### config.mk
export PLATFORM = sky130hd
export DESIGN_NAME = ts4231_pulse_capture
export DESIGN_NICKNAME = d
export VERILOG_FILES = /design/src/rtl/ts4231_pkg.sv /design/src/rtl/ts4231_capture_fifo.sv /design/src/rtl/ts4231_pulse_capture.sv
export SDC_FILE = /design/constraint.sdc
export NUM_CORES = 2
export LEC_CHECK = 0
export BUFFER_PORTS_ARGS = -buffer_cell sky130_fd_sc_hd__buf_2
export CAP_MARGIN = 20
export CORE_UTILIZATION = 58
export DETAILED_ROUTE_END_ITERATION = 6
export PLACE_DENSITY = 0.75
export SETUP_SLACK_MARGIN = 0.02
export SLEW_MARGIN = 25
export SYNTH_ARGS = -nofsm -noshare
export SYNTH_HDL_FRONTEND = slang
export SYNTH_SLANG_ARGS = --single-unit
### constraint.sdc
create_clock -name clock -period 7.61 [get_ports clock]
set_input_delay 1.522 -clock clock [delete_from_list [all_inputs] [get_ports clock]]
set_output_delay 1.522 -clock clock [all_outputs]
set_load 0.01 [all_outputs]
### src/rtl/ts4231_pkg.sv
// ts4231_pkg: shared types and constants for the multi-sensor TS4231 capture.
// Holds channel states, the record layout helpers and 48 MHz tick defaults.
package ts4231_pkg;

  typedef enum logic [1:0] {
    IDLE,
    LOW,
    EVAL,
    STUCK
  } ch_state_t;

  localparam int DEF_CLK_FREQ_HZ = 48_000_000;

  // Tick divisors: 0.5 us glitch floor, 50 us sync floor,
  // ~417 us stuck-low limit.
  localparam int MIN_PULSE_DIV = 2_000_000;
  localparam int SYNC_MIN_DIV  = 20_000;
  localparam int MAX_PULSE_DIV = 2_400;

  function automatic int ticks(input int clk_hz, input int div);
    return clk_hz / div;
  endfunction

  localparam int DEF_MIN_PULSE_TICKS =
    DEF_CLK_FREQ_HZ / MIN_PULSE_DIV;
  localparam int DEF_SYNC_MIN_TICKS =
    DEF_CLK_FREQ_HZ / SYNC_MIN_DIV;
  localparam int DEF_MAX_PULSE_TICKS =
    DEF_CLK_FREQ_HZ / MAX_PULSE_DIV;

  function automatic int id_w(input int n);
    return (n > 1) ? $clog2(n) : 1;
  endfunction

  function automatic int rec_w(
    input int n,
    input int pw,
    input int ts
  );
    return id_w(n) + 1 + pw + ts;
  endfunction

  localparam int DEF_ID_W = id_w(4);
  localparam int DEF_PW_W = 16;
  localparam int DEF_TS_W = 32;

  // Record layout at the default geometry (4 sensors, 16/32 bit fields).
  typedef struct packed {
    logic [DEF_ID_W-1:0] sensor_id;
    logic                is_sync;
    logic [DEF_PW_W-1:0] width;
    logic [DEF_TS_W-1:0] start_ts;
  } pulse_rec_t;

endpackage

### src/rtl/ts4231_capture_fifo.sv
// ts4231_capture_fifo: first-word-fall-through FIFO with occupancy output.
// Ports: push/push_data in, pop/rd_valid/rd_data out, level, full.
module ts4231_capture_fifo #(
  parameter int WIDTH = 8,
  parameter int DEPTH = 16,
  localparam int AW = $clog2(DEPTH),
  localparam int LW = AW + 1
) (
  input  logic             clock,
  input  logic             reset,
  input  logic             push,
  input  logic [WIDTH-1:0] push_data,
  input  logic             pop,
  output logic             rd_valid,
  output logic [WIDTH-1:0] rd_data,
  output logic [LW-1:0]    level,
  output logic             full
);

  logic [WIDTH-1:0] mem [DEPTH];
  logic [AW:0]      wr_q;
  logic [AW:0]      rd_q;
  logic             do_pop;
  logic             do_push;

  assign level    = wr_q - rd_q;
  assign rd_valid = (level != '0);
  assign full     = (level == LW'(DEPTH));
  assign rd_data  = mem[rd_q[AW-1:0]];

  assign do_pop  = rd_valid & pop;
  // A full FIFO still takes a write when the head leaves this cycle.
  assign do_push = push & (~full | do_pop);

  always_ff @(posedge clock) begin
    if (!reset) begin
      wr_q <= '0;
      rd_q <= '0;
    end else begin
      if (do_push) wr_q <= wr_q + (AW+1)'(1);
      if (do_pop)  rd_q <= rd_q + (AW+1)'(1);
    end
  end

  always_ff @(posedge clock) begin
    if (do_push) mem[wr_q[AW-1:0]] <= push_data;
  end

endmodule

### src/rtl/ts4231_pulse_capture.sv
// ts4231_pulse_capture: per-sensor envelope timing, sync/sweep classing,
// round-robin merge into one record FIFO (rd_*), drop/stuck status.
module ts4231_pulse_capture
  import ts4231_pkg::*;
#(
  parameter int CLK_FREQ_HZ       = DEF_CLK_FREQ_HZ,
  parameter int NUMBER_OF_SENSORS = 4,
  parameter int TS_WIDTH          = 32,
  parameter int PW_WIDTH          = 16,
  parameter int FIFO_DEPTH        = 16,
  parameter int MIN_PULSE_TICKS   =
    ticks(CLK_FREQ_HZ, MIN_PULSE_DIV),
  parameter int SYNC_MIN_TICKS    =
    ticks(CLK_FREQ_HZ, SYNC_MIN_DIV),
  parameter int MAX_PULSE_TICKS   =
    ticks(CLK_FREQ_HZ, MAX_PULSE_DIV),
  parameter logic [TS_WIDTH-1:0] TS_INIT = '0,
  localparam int N     = NUMBER_OF_SENSORS,
  localparam int ID_W  = id_w(N),
  localparam int REC_W = rec_w(N, PW_WIDTH, TS_WIDTH),
  localparam int LVL_W = $clog2(FIFO_DEPTH) + 1
) (
  input  logic             clock,
  input  logic             reset,
  input  logic             enable,
  input  logic [N-1:0]     envelope_in,
  output logic             rd_valid,
  input  logic             rd_ready,
  output logic [REC_W-1:0] rd_data,
  output logic [LVL_W-1:0] fifo_level,
  output logic [15:0]      drop_count,
  output logic [N-1:0]     stuck_flags
);

  localparam logic [TS_WIDTH-1:0] PW_MAX =
    TS_WIDTH'((64'd1 << PW_WIDTH) - 64'd1);

  logic [TS_WIDTH-1:0] ts_q;
  logic [N-1:0]        pend_vec;
  logic [N-1:0]        drop_vec;
  logic [N-1:0]        grant_vec;
  logic [REC_W-1:0]    pend_rec [N];
  logic [ID_W-1:0]     ptr_q;
  logic [ID_W-1:0]     gnt_id;
  logic                gnt_any;
  logic                push;
  logic                fifo_full;
  logic [4:0]          ndrop;
  logic [16:0]         drop_sum;
  int                  arb_idx;

  always_ff @(posedge clock) begin
    if (!reset) ts_q <= TS_INIT;
    else        ts_q <= ts_q + TS_WIDTH'(1);
  end

  for (genvar g = 0; g < N; g++) begin : g_ch
    logic                s1;
    logic                s2;
    logic                prev;
    ch_state_t           st;
    logic [TS_WIDTH-1:0] start;
    logic [PW_WIDTH-1:0] width;
    logic                pend;
    logic [REC_W-1:0]    rec;
    logic                stuck;
    logic [TS_WIDTH-1:0] elapsed;
    logic [PW_WIDTH-1:0] wsat;
    logic                fall;
    logic                rise;
    logic                keep;
    logic                is_sync;
    logic                load;

    assign fall    = prev & ~s2;
    assign rise    = ~prev & s2;
    assign elapsed = ts_q - start;
    assign wsat    = (elapsed > PW_MAX) ?
                     PW_WIDTH'(PW_MAX) : PW_WIDTH'(elapsed);
    assign keep    = (st == EVAL) & enable &
                     (width >= PW_WIDTH'(MIN_PULSE_TICKS));
    assign is_sync = (width >= PW_WIDTH'(SYNC_MIN_TICKS));
    assign load    = keep & ~pend;

    assign drop_vec[g]    = keep & pend;
    assign pend_vec[g]    = pend;
    assign pend_rec[g]    = rec;
    assign stuck_flags[g] = stuck;

    always_ff @(posedge clock) begin
      if (!reset) begin
        s1    <= 1'b1;
        s2    <= 1'b1;
        prev  <= 1'b1;
        st    <= IDLE;
        start <= '0;
        width <= '0;
        pend  <= 1'b0;
        rec   <= '0;
        stuck <= 1'b0;
      end else begin
        s1   <= envelope_in[g];
        s2   <= s1;
        prev <= s2;
        if (load) begin
          pend <= 1'b1;
          rec  <= {ID_W'(g), is_sync, width, start};
        end else if (grant_vec[g]) begin
          pend <= 1'b0;
        end
        if (!enable) begin
          st <= IDLE;
        end else begin
          unique case (st)
            IDLE: begin
              if (fall) begin
                start <= ts_q;
                st    <= LOW;
              end
            end
            LOW: begin
              // Width is frozen at the edge so EVAL sees the true low time.
              if (rise) begin
                width <= wsat;
                st    <= EVAL;
              end else if (elapsed > TS_WIDTH'(MAX_PULSE_TICKS)) begin
                stuck <= 1'b1;
                st    <= STUCK;
              end
            end
            EVAL:    st <= IDLE;
            STUCK:   if (s2) st <= IDLE;
            default: st <= IDLE;
          endcase
        end
      end
    end
  end

  // Round-robin: first pending slot at or after the pointer.
  always_comb begin
    gnt_any = 1'b0;
    gnt_id  = '0;
    arb_idx = 0;
    for (int i = 0; i < N; i++) begin
      arb_idx = int'(ptr_q) + i;
      if (arb_idx >= N) arb_idx = arb_idx - N;
      if (!gnt_any && pend_vec[arb_idx]) begin
        gnt_any = 1'b1;
        gnt_id  = ID_W'(arb_idx);
      end
    end
  end

  assign push      = gnt_any & ~fifo_full;
  assign grant_vec = push ? (N'(1) << gnt_id) : '0;

  always_ff @(posedge clock) begin
    if (!reset) begin
      ptr_q <= '0;
    end else if (push) begin
      ptr_q <= (gnt_id == ID_W'(N - 1)) ?
               '0 : gnt_id + ID_W'(1);
    end
  end

  always_comb begin
    ndrop = '0;
    for (int i = 0; i < N; i++) begin
      ndrop = ndrop + {4'b0, drop_vec[i]};
    end
  end

  assign drop_sum = {1'b0, drop_count} + {12'b0, ndrop};

  always_ff @(posedge clock) begin
    if (!reset)           drop_count <= '0;
    else if (drop_sum[16]) drop_count <= 16'hFFFF;
    else                  drop_count <= drop_sum[15:0];
  end

  ts4231_capture_fifo #(
    .WIDTH(REC_W),
    .DEPTH(FIFO_DEPTH)
  ) u_fifo (
    .clock    (clock),
    .reset    (reset),
    .push     (push),
    .push_data(pend_rec[gnt_id]),
    .pop      (rd_ready),
    .rd_valid (rd_valid),
    .rd_data  (rd_data),
    .level    (fifo_level),
    .full     (fifo_full)
  );

endmodule

==> results.toml <==
[placed_design]
hpwlAfterDp_mm = 104
portBuffers = 84
gp_congestion = 0.949
pre_cts_ws_ns = 2.34

[clock_tree]
clkTransAtPathRegs_ns = 0.06
cts_num_sinks = 1299
cts_made_buffers = 130
clk_latency_ns = 0.77
cts_root_buf = "clkbuf_16"
postCtsSetupRepairBufs = 0
htreeDepth = 4
postCtsHoldBufs = 0
cts_max_path_buffers = 3
cts_resized = 0
cts_tree = "done"

[timing]
max_freq_ghz = 0.194
timing.hold.ws_ns = 0.406
tns_ns = 0
fin_crit_sh_pct = 67.7
setup_violations = 0
skew_ns = 0.0413
worst_slack_ns = 2.46
maxSlewViolCount = 0
worstMarginPinSlew_ns = 1.12
rsz0062_at_grt = "false"
period_needed_ns = 5.15
hold_viol = 0
relSlewSlack_pct = 24.8

[global_routing]
antenna_found_initial = 4
grt.total_usage_pct = 32.9
grt_max_degree = 148
grt_first_pass_wirelength_mm = 250
grt_pass1_vias = 39709
grt_overflow = 0

[die]
ioPinCount = 85
dieArea_um2 = 102000
die_y_um = 319
initial_core_util_pct = 59.0
fp-row-count = 115
fp.dieW_um = 319
core-area_um2 = 99000

[pwr]
p_sw_mw = 4.00
clockPowerShare_pct = 39.0
p_int_mw = 11.9
sw_frac_of_total_pct = 25.2
ir_worst_vdd_mv = 0.205
fin_total_pwr_mw = 15.9
leakage_nw = 22.7
pwr_density_cell_nw_per_um2 = 247
comb_power_share_pct = 13.9
seq_power_share_pct = 47.1

[synth]
synth.top_cell.area_share_pct = 42.0
yosys.area.top_type = "edfxtp_1"
yosysWarnings = 0
synth_most_common_cell = "nand2_1"
synthFlopType = "edfxtp_1"
synth_seq_cells = 1299
netlist_area_um2 = 58400
synth_common_cells = "nand2_1, edfxtp_1, a21oi_1, dfxtp_1, mux4_2"
synth_area_leaders = "edfxtp_1, dfxtp_1, mux4_2, nand2_1, a21oi_1"
netlist-cell-type-count = 97
netlist_instances = 5006
synth_edf_count = 816
yosysSeqAreaShare_pct = 58.6
avgSynthCellArea_um2 = 11.7
ys_async_sr_fraction_pct = 0
syn-num-nets = 5161

[route]
wl_per_cell_um = 26.3
avgViaCountPerCell = 6.42
drc = 0
wl_mm = 168
firstDrtPassIters = 6
antenna_left = 0
vias = 41039
drtIter0Drc = 4692

[finish]
layout-drive-gt1-share_pct = 13.7
nets = 5165
num-fill-cells = 7265
area_delta_synth_final_pct = 10.2
fin_util_pct = 65.0

[critical_path]
endpoint_kind = "primary output"
slowest_delay_ns = 0.67
crit_chain = "buf_12, mux4_2, mux4_2, buf_2"
slowest_stage = "dfxtp_4"
rr_worst_depth = 12
worstSetupPathType = "reg -> out"
crit_path_start_kind = "register"
worstPathMaxFanout = 99
arrival_ns = 3.63
path_common_cell = "mux4_2"
cp.required_ns = 6.09

[hold_path]
worstHoldPathCells = 1
hold_class = "reg -> reg"

[run]
maxCapViolCount = 0

[run_status]
run_status = "finished clean"
## metrics by stage
| stage | cell area (um^2) | instances |
|---|---|---|
| global placement | 60100 | 6163 |
| detailed placement | 60200 | 6164 |
| global route | 64300 | 6387 |
| CTS | 64300 | 6386 |
| floorplan | 58400 | 5006 |
| finish | 64300 | 6388 |
## final timing paths
path | startpoint | endpoint | slack (ns)
max | register | rd_data[11] | 2.46
min reg2reg | g_ch[0].s1$_SDFF_PN1_ | g_ch[0].s2$_SDFF_PN1_ | 0.41
max reg2reg | ts_q[1]$_SDFF_PN0_ | g_ch[2].width[2]$_SDFFE_PN0P_ | 2.86
min | g_ch[0].s1$_SDFF_PN1_ | g_ch[0].s2$_SDFF_PN1_ | 0.41
## cell type report
cell class              instances  area (um^2)  area share (%)
repair buffers                176         1180            1.84
well taps                    1287         1610            2.50
inverters                     203          771            1.20
clock inverters                55          528           0.821
flip-flops and latches       1299        34200            53.1
clock buffers                 167         3530            5.48
multi-input cells            3200        22500            35.0
diodes                          1         2.50         0.00389
## placed cells by master (no fill, tap or decap), types with 13 or more instances in the layout
cell       instances
ha_1             139
a221oi_1          21
nor2b_1           28
nor3_1            47
buf_2             84
buf_4             86
xor2_1            54
o211ai_1          17
nand3_1           54
edfxtp_1         816
a31oi_1           48
nor2_1           218
xnor2_1           77
inv_1            200
mux2i_1           13
a211oi_1          23
o21a_1            27
o21ai_0          144
clkbuf_16        133
clkinv_2          18
and3_1            64
nand2_1          999
a31oi_2           18
a21oi_1          527
a21o_1            31
clkinv_1          17
nand4_1           54
mux4_2           255
or3_1             19
nor4_1            19
and2_1            16
dfxtp_1          479
nand2b_1          37
clkbuf_1          27
o31ai_1           15
## worst max-delay path: cells and delay by family, from the launching register on
family	cells	cell delay, ns
buffers and inverters	2	0.78
flip-flops	1	0.67
multiplexers	2	1.22
## layer usage
metal | share of wire (%) | track usage, %
met5 | 0 | 0
met4 | 4.0 | 13.2
met3 | 7.8 | 4.62
met1 | 40 | 43.9
met2 | 49 | 54.6
## sequential cells by signal, indices dropped and copies added, names as in the netlist, 5 cells and up, named ones only
signal,flops
drop_count,16
g_ch.rec,199
g_ch.st,8
g_ch.start,128
g_ch.width,64
ts_q,32
u_fifo.mem,816
u_fifo.rd_q,5
u_fifo.wr_q,5
## cell families after synthesis
| logic type | Yosys count | share of synthesized area [%] |
|---|---|---|
| simple gates | 1633 | 12.2 |
| flops | 1299 | 58.6 |
| compound gates | 1012 | 10.3 |
| buf+inv | 507 | 3.50 |
| mux | 273 | 10.2 |
| fa+ha+maj | 151 | 3.32 |
| xor+xnor | 131 | 1.97 |
## power by group through the flow
| stage | Sequential [mW] | Combinational [mW] | Clock (mW) |
|---|---|---|---|
| 2_1_floorplan | 7.57 | 1.60 | 0 |
| 3_3_place_gp | 7.64 | 2.17 | 0 |
| 3_5_place_dp | 7.64 | 2.19 | 0 |
| 4_1_cts | 7.49 | 2.23 | 6.27 |
| 5_1_grt | 7.49 | 2.32 | 6.51 |
| 6_report | 7.49 | 2.21 | 6.21 |
Power figures use the tool's default switching activity.
